--- config.mk ---
export PLATFORM = sky130hd
export DESIGN_NAME = updown_step_ctrl
export DESIGN_NICKNAME = d
export VERILOG_FILES = /design/src/rtl/step_ctrl_pkg.sv /design/src/rtl/btn_debounce.sv /design/src/rtl/updown_step_ctrl.sv
export SDC_FILE = /design/constraint.sdc
export NUM_CORES = 1
export LEC_CHECK = 0
export CAP_MARGIN = 20
export CORE_MARGIN = 5
export CORE_UTILIZATION = 35
export CTS_CLUSTER_DIAMETER = 40
export DETAILED_ROUTE_END_ITERATION = 8
export PLACE_DENSITY = 0.5
export RECOVER_POWER = 100
export SKIP_CTS_REPAIR_TIMING = 1
export SLEW_MARGIN = 10
export SYNTH_ARGS = -nofsm -noshare
export SYNTH_HDL_FRONTEND = slang
export SYNTH_SLANG_ARGS = --single-unit
--- constraint.sdc ---
create_clock -name Clk -period 2.02 [get_ports Clk]
set_clock_uncertainty 0.2 [all_clocks]
set_input_delay 0.404 -clock Clk [delete_from_list [all_inputs] [get_ports Clk]]
set_output_delay 0.404 -clock Clk [all_outputs]
set_load 0.05 [all_outputs]
--- src/rtl/step_ctrl_pkg.sv ---
// Shared types for the up/down step controller: FSM state encoding and the
// direction constants driven onto Up.
package step_ctrl_pkg;

    typedef enum logic [1:0] {
        IDLE = 2'b00,
        STEP = 2'b01,
        HOLD = 2'b10,
        LOCK = 2'b11
    } step_state_t;

    localparam logic DIR_UP = 1'b1;
    localparam logic DIR_DN = 1'b0;

endpackage

--- src/rtl/btn_debounce.sv ---
// Single push-button conditioner: 2-flop synchroniser followed by a
// saturating debounce counter. Level is the accepted (debounced) button
// state; Rise is a one-cycle pulse on the edge Level goes 0 -> 1.
module btn_debounce #(
    parameter int DEBOUNCE_CYCLES = 4
) (
    input  logic Clk,
    input  logic Reset,
    input  logic Raw,
    output logic Level,
    output logic Rise
);

    localparam int              CW     = $clog2(DEBOUNCE_CYCLES + 1);
    localparam logic [CW-1:0]   C_LAST = CW'(DEBOUNCE_CYCLES - 1);
    localparam logic [CW-1:0]   C_MAX  = CW'(DEBOUNCE_CYCLES);

    logic          r_s1;
    logic          r_s2;
    logic          r_lvl;
    logic          r_rise;
    logic [CW-1:0] r_cnt;

    // Two-stage synchroniser for the asynchronous raw button
    always_ff @(posedge Clk or posedge Reset) begin
        if (Reset) begin
            r_s1 <= 1'b0;
            r_s2 <= 1'b0;
        end else begin
            r_s1 <= Raw;
            r_s2 <= r_s1;
        end
    end

    // Accept a new level only after DEBOUNCE_CYCLES consecutive mismatching edges
    always_ff @(posedge Clk or posedge Reset) begin
        if (Reset) begin
            r_lvl  <= 1'b0;
            r_rise <= 1'b0;
            r_cnt  <= '0;
        end else begin
            r_rise <= 1'b0;
            if (r_s2 == r_lvl) begin
                r_cnt <= '0;
            end else if (r_cnt == C_LAST) begin
                // this edge is the last one of the required mismatch run
                r_lvl  <= r_s2;
                r_rise <= r_s2;
                r_cnt  <= '0;
            end else if (r_cnt != C_MAX) begin
                r_cnt <= r_cnt + 1'b1;
            end
        end
    end

    assign Level = r_lvl;
    assign Rise  = r_rise;

endmodule

--- src/rtl/updown_step_ctrl.sv ---
// Up/down step controller: converts two raw push-buttons into a one-cycle
// En strobe plus a held Up direction for the downstream 3-bit counter.
// Pressing both buttons together locks the controller until both are released.
// Optional feature macro: STEP_AUTOREPEAT_EN (auto-repeat steps while held).
module updown_step_ctrl
    import step_ctrl_pkg::*;
#(
    parameter int DEBOUNCE_CYCLES = 4,
    parameter int REPEAT_DELAY    = 20,
    parameter int REPEAT_PERIOD   = 8
) (
    input  logic Clk,
    input  logic Reset,
    input  logic BtnUp,
    input  logic BtnDn,
    output logic En,
    output logic Up,
    output logic Locked
);

    logic        w_lvl_up;
    logic        w_rise_up;
    logic        w_lvl_dn;
    logic        w_rise_dn;
    logic        w_both;
    logic        w_active_lvl;
    logic        w_rep_due;

    step_state_t r_state;
    logic        r_en;
    logic        r_up;
    logic        r_locked;

    btn_debounce #(.DEBOUNCE_CYCLES(DEBOUNCE_CYCLES)) u_db_up (
        .Clk   (Clk),
        .Reset (Reset),
        .Raw   (BtnUp),
        .Level (w_lvl_up),
        .Rise  (w_rise_up)
    );

    btn_debounce #(.DEBOUNCE_CYCLES(DEBOUNCE_CYCLES)) u_db_dn (
        .Clk   (Clk),
        .Reset (Reset),
        .Raw   (BtnDn),
        .Level (w_lvl_dn),
        .Rise  (w_rise_dn)
    );

    assign w_both       = w_lvl_up & w_lvl_dn;
    // the held button is the one whose direction was latched at the last step
    assign w_active_lvl = (r_up == DIR_UP) ? w_lvl_up : w_lvl_dn;

`ifdef STEP_AUTOREPEAT_EN
    localparam int            RMAX      = (REPEAT_DELAY > REPEAT_PERIOD) ? REPEAT_DELAY : REPEAT_PERIOD;
    localparam int            RW        = $clog2(RMAX + 1);
    localparam logic [RW-1:0] RC_DELAY  = RW'(REPEAT_DELAY - 1);
    localparam logic [RW-1:0] RC_PERIOD = RW'(REPEAT_PERIOD - 1);

    logic [RW-1:0] r_rcnt;
    logic          r_rep;

    // first repeat waits REPEAT_DELAY, later ones REPEAT_PERIOD
    assign w_rep_due = (r_state == HOLD) && (r_rcnt == (r_rep ? RC_PERIOD : RC_DELAY));

    // Repeat timer: counts HOLD cycles, reloads on each repeat step, clears outside HOLD
    always_ff @(posedge Clk or posedge Reset) begin
        if (Reset) begin
            r_rcnt <= '0;
            r_rep  <= 1'b0;
        end else if (r_state == HOLD && !w_both && w_active_lvl) begin
            if (w_rep_due) begin
                r_rcnt <= '0;
                r_rep  <= 1'b1;
            end else begin
                r_rcnt <= r_rcnt + 1'b1;
            end
        end else if (r_state == STEP) begin
            r_rcnt <= '0;
        end else begin
            r_rcnt <= '0;
            r_rep  <= 1'b0;
        end
    end
`else
    assign w_rep_due = 1'b0;

    // repeat timing is only consumed by the auto-repeat build; a zero value
    // would still be a configuration error, so it is referenced here too
    if (REPEAT_DELAY < 1 || REPEAT_PERIOD < 1) begin : g_repeat_cfg_invalid
    end
`endif

    // Step FSM with registered En/Up/Locked outputs
    always_ff @(posedge Clk or posedge Reset) begin
        if (Reset) begin
            r_state  <= IDLE;
            r_en     <= 1'b0;
            r_up     <= 1'b0;
            r_locked <= 1'b0;
        end else begin
            r_en <= 1'b0;
            case (r_state)
                IDLE: begin
                    if (w_both) begin
                        r_state  <= LOCK;
                        r_locked <= 1'b1;
                    end else if (w_rise_up) begin
                        r_state <= STEP;
                        r_up    <= DIR_UP;
                        r_en    <= 1'b1;
                    end else if (w_rise_dn) begin
                        r_state <= STEP;
                        r_up    <= DIR_DN;
                        r_en    <= 1'b1;
                    end
                end
                STEP: begin
                    r_state <= HOLD;
                end
                HOLD: begin
                    if (w_both) begin
                        r_state  <= LOCK;
                        r_locked <= 1'b1;
                    end else if (!w_active_lvl) begin
                        r_state <= IDLE;
                    end else if (w_rep_due) begin
                        r_state <= STEP;
                        r_en    <= 1'b1;
                    end
                end
                LOCK: begin
                    if (!w_lvl_up && !w_lvl_dn) begin
                        r_state  <= IDLE;
                        r_locked <= 1'b0;
                    end
                end
                default: begin
                    r_state  <= IDLE;
                    r_locked <= 1'b0;
                end
            endcase
        end
    end

    assign En     = r_en;
    assign Up     = r_up;
    assign Locked = r_locked;

endmodule

==> flow_summary.ini <==
[worst_setup_path]
critPathCaptureType = output pin
reg2reg_depth = 5
slowest_delay_ns = 0.48
worstPathRequired_ns = 1.42
arrival_ns = 1.16
critPathSlowestCell = clkbuf_1
path_class = reg -> out
r2r-end = u_db_up.r_cnt[1]
crit_family = buffers and inverters
r2r_slack_ns = 0.48
crit_chain = clkbuf_1
path_buf_inv = 1
cp-start-kind = flop
rr_startpoint = u_db_up.r_cnt[0]
critPathMaxFanout = 3

[detailed_routing]
ant_nets = 0
totalWireLength_mm = 1.22
first_iter_violations = 4
drc = 0
post_drt_wl_per_cell_um = 10.8
vias = 544
vias_per_cell = 4.81
drtPass1Iterations = 2

[power]
seqPwrFrac_pct = 47.9
combPwrFrac_pct = 36.8
p_leak_nw = 0.431
power.density_nw_per_um2 = 1320
ir_drop_uv = 628
switchingPower_mw = 0.475
clkPwrFrac_pct = 15.2
internal-power_mw = 0.746
p_sw_share_pct = 38.9

[cells_and_area]
final_util_pct = 41.0
final_cell_count_no_fill = 113
drive_gt1_share_pct = 4.71
final_nets = 94
area_delta_synth_final_pct = 9.16
antenna_cells = 0
design_area_sq_um = 925

[grt]
grt_pass1_vias = 555
grt_max_degree = 20
grt_pass1_wl_mm = 2.28
grt.overflow.total = 0
antenna_found_initial = 0
grt_use_total_pct = 8.57

[floorplanning]
die_w_um = 59.2
core_sq_um = 2250
initial_core_util_pct = 37.6
row_count = 17
die_height_um = 59.2
die-area_sq_um = 3500
ios = 7

[synthesis]
syn_inst = 76
synth_area_sq_um = 847
synth.net_count = 84
synth-seq-area-share_pct = 56.1
avgSynthCellArea_sq_um = 11.1
yosys_warnings = 0
yosys_register_bits = 19
ys_types = 26

[sta]
timing.final.max_slew_violations = 0
tns_ns = 0
tightest_slew_ns = 0.994
post-route-min-period_ns = 1.77
grt_setup_unrepaired = no
fin_crit_sh_pct = 87.5
slew_headroom_pct = 33.8
clock.fmax_mhz = 566
finalHoldViolCount = 0
setup_slack_ns = 0.253
setup_viol = 0

[placement]
portBuffers = 6
hpwl_um = 903
place_area_sq_um = 926
globalplace.congestion = 0.756
dpl.cell_count = 109
pre_cts_slack_ns = 0.482

[hold_path]
hp-class = reg -> reg
hold_path_depth = 0
hp-start = u_db_up.r_s1
hold_end = u_db_up.r_s2

[clocking]
cts_made_buffers = 3
cts_sinks = 19
clkLatencyLatePin_ns = 0.29
cts-root-buf = clkbuf_4
cts_tree = built
htreeDepth = 1
clockBufferDepth = 2
clk_pin_slew_worst_paths_ns = 0.10

[run_status]
outcome = complete, no violations

[job]
maxCapViolations = 0
## sequential cells by signal, indices dropped and copies added (netlist names)
| name | count |
|---|---|
| u_db_dn.r_cnt | 3 |
| u_db_up.r_cnt | 3 |
| r_state | 2 |
| En | 1 |
| Locked | 1 |
| Up | 1 |
| u_db_dn.Level | 1 |
| u_db_dn.Rise | 1 |
| u_db_dn.r_s1 | 1 |
| u_db_dn.r_s2 | 1 |
| u_db_up.Level | 1 |
| u_db_up.Rise | 1 |
| u_db_up.r_s1 | 1 |
| u_db_up.r_s2 | 1 |
## per-layer routing
metal	up-vias	share of wire [%]	track usage, %
met5	-	0	0
met4	0	0.82	2.91
met3	2	5.0	4.14
met2	8	46	13.3
met1	257	48	10.3
li1	277	-	-
## worst max path at each step
stage | from | cells after the start | endpoint
floorplan | u_db_up.r_cnt[0] | 5 | u_db_up.r_cnt[1]
global placement | u_db_up.r_cnt[0] | 5 | u_db_up.r_cnt[1]
detailed placement | u_db_up.r_cnt[0] | 5 | u_db_up.r_cnt[1]
CTS | u_db_up.r_cnt[0] | 5 | u_db_up.r_cnt[1]
global route | Up | 1 | Up
finish | Up | 1 | Up
## through the flow
stage	hold WS, ns	power, mW
after global routing	0.166	1.32
after floorplan	0.131	1.02
final	0.157	1.22
after detailed placement	0.136	1.10
after CTS	0.160	1.30
after global placement	0.135	1.09
## synthesized netlist by cell type
library cell,count,share of area [%]
a211o_1,1,1.0
a211oi_4,1,2.4
a21boi_1,1,0.89
a21oi_1,7,4.1
a22o_1,1,1.0
a2bb2oi_1,1,1.0
and3_1,1,0.74
and3b_1,1,1.0
buf_2,1,0.59
buf_6,1,1.3
dfrtp_1,19,56
ha_1,4,5.9
inv_1,9,4.0
mux2_1,2,2.7
mux2_2,1,1.3
mux2i_1,1,1.2
nand2_1,4,1.8
nand3_1,3,1.8
nor2_1,6,2.7
nor2b_1,2,1.5
nor3b_1,1,0.89
o211ai_1,1,0.89
o21ai_0,3,1.8
o21ai_1,1,0.59
o22ai_1,1,0.74
xnor2_1,2,2.1
## power groups by stage
| stage | Sequential (mW) | Clock, mW | Combinational [mW] |
|---|---|---|---|
| after floorplan | 0.620 | 0 | 0.395 |
| after global placement | 0.615 | 0 | 0.480 |
| after detailed placement | 0.614 | 0 | 0.489 |
| after CTS | 0.607 | 0.199 | 0.493 |
| after global routing | 0.606 | 0.209 | 0.508 |
| final | 0.586 | 0.186 | 0.450 |
## cell usage in the layout (no fill, tap or decap)
master / count
dfrtp_1: 19
inv_1: 9
a21oi_1: 7
nor2_1: 6
clkbuf_1: 5
nand2_1: 4
ha_1: 4
nand3_1: 3
o21ai_0: 3
clkbuf_4: 3
xnor2_1: 2
nor2b_1: 2
mux2_1: 2
dlygate4sd3_1: 2
mux2i_1: 1
o21ai_1: 1
a21boi_0: 1
mux2_2: 1
a2bb2oi_1: 1
o22ai_1: 1
a211o_1: 1
a211oi_1: 1
and3_1: 1
and3b_1: 1
nor3b_1: 1
a22o_1: 1
o211ai_1: 1
clkdlybuf4s50_1: 1
## kinds of logic after synthesis
logic type / Yosys count / share of synthesized area, %
DFF: 19 / 56.1
AOI/OAI and AO/OA: 18 / 14.5
and+or+nand+nor: 18 / 10.3
buffers and inverters: 11 / 5.91
muxes: 4 / 5.17
adders and majority gates: 4 / 5.91
xor gates and xnor gates: 2 / 2.07
## area by class of cell
type / count / area, sq um
Tap cell: 28 / 35.0
Clock buffer: 4 / 26.3
Multi-Input combinational cell: 46 / 309
Sequential cell: 19 / 475
Fill cell: 230 / 1330
Timing Repair Buffer: 7 / 45.0
Inverter: 9 / 33.8
Note: power is estimated with default switching activity, not from simulation.
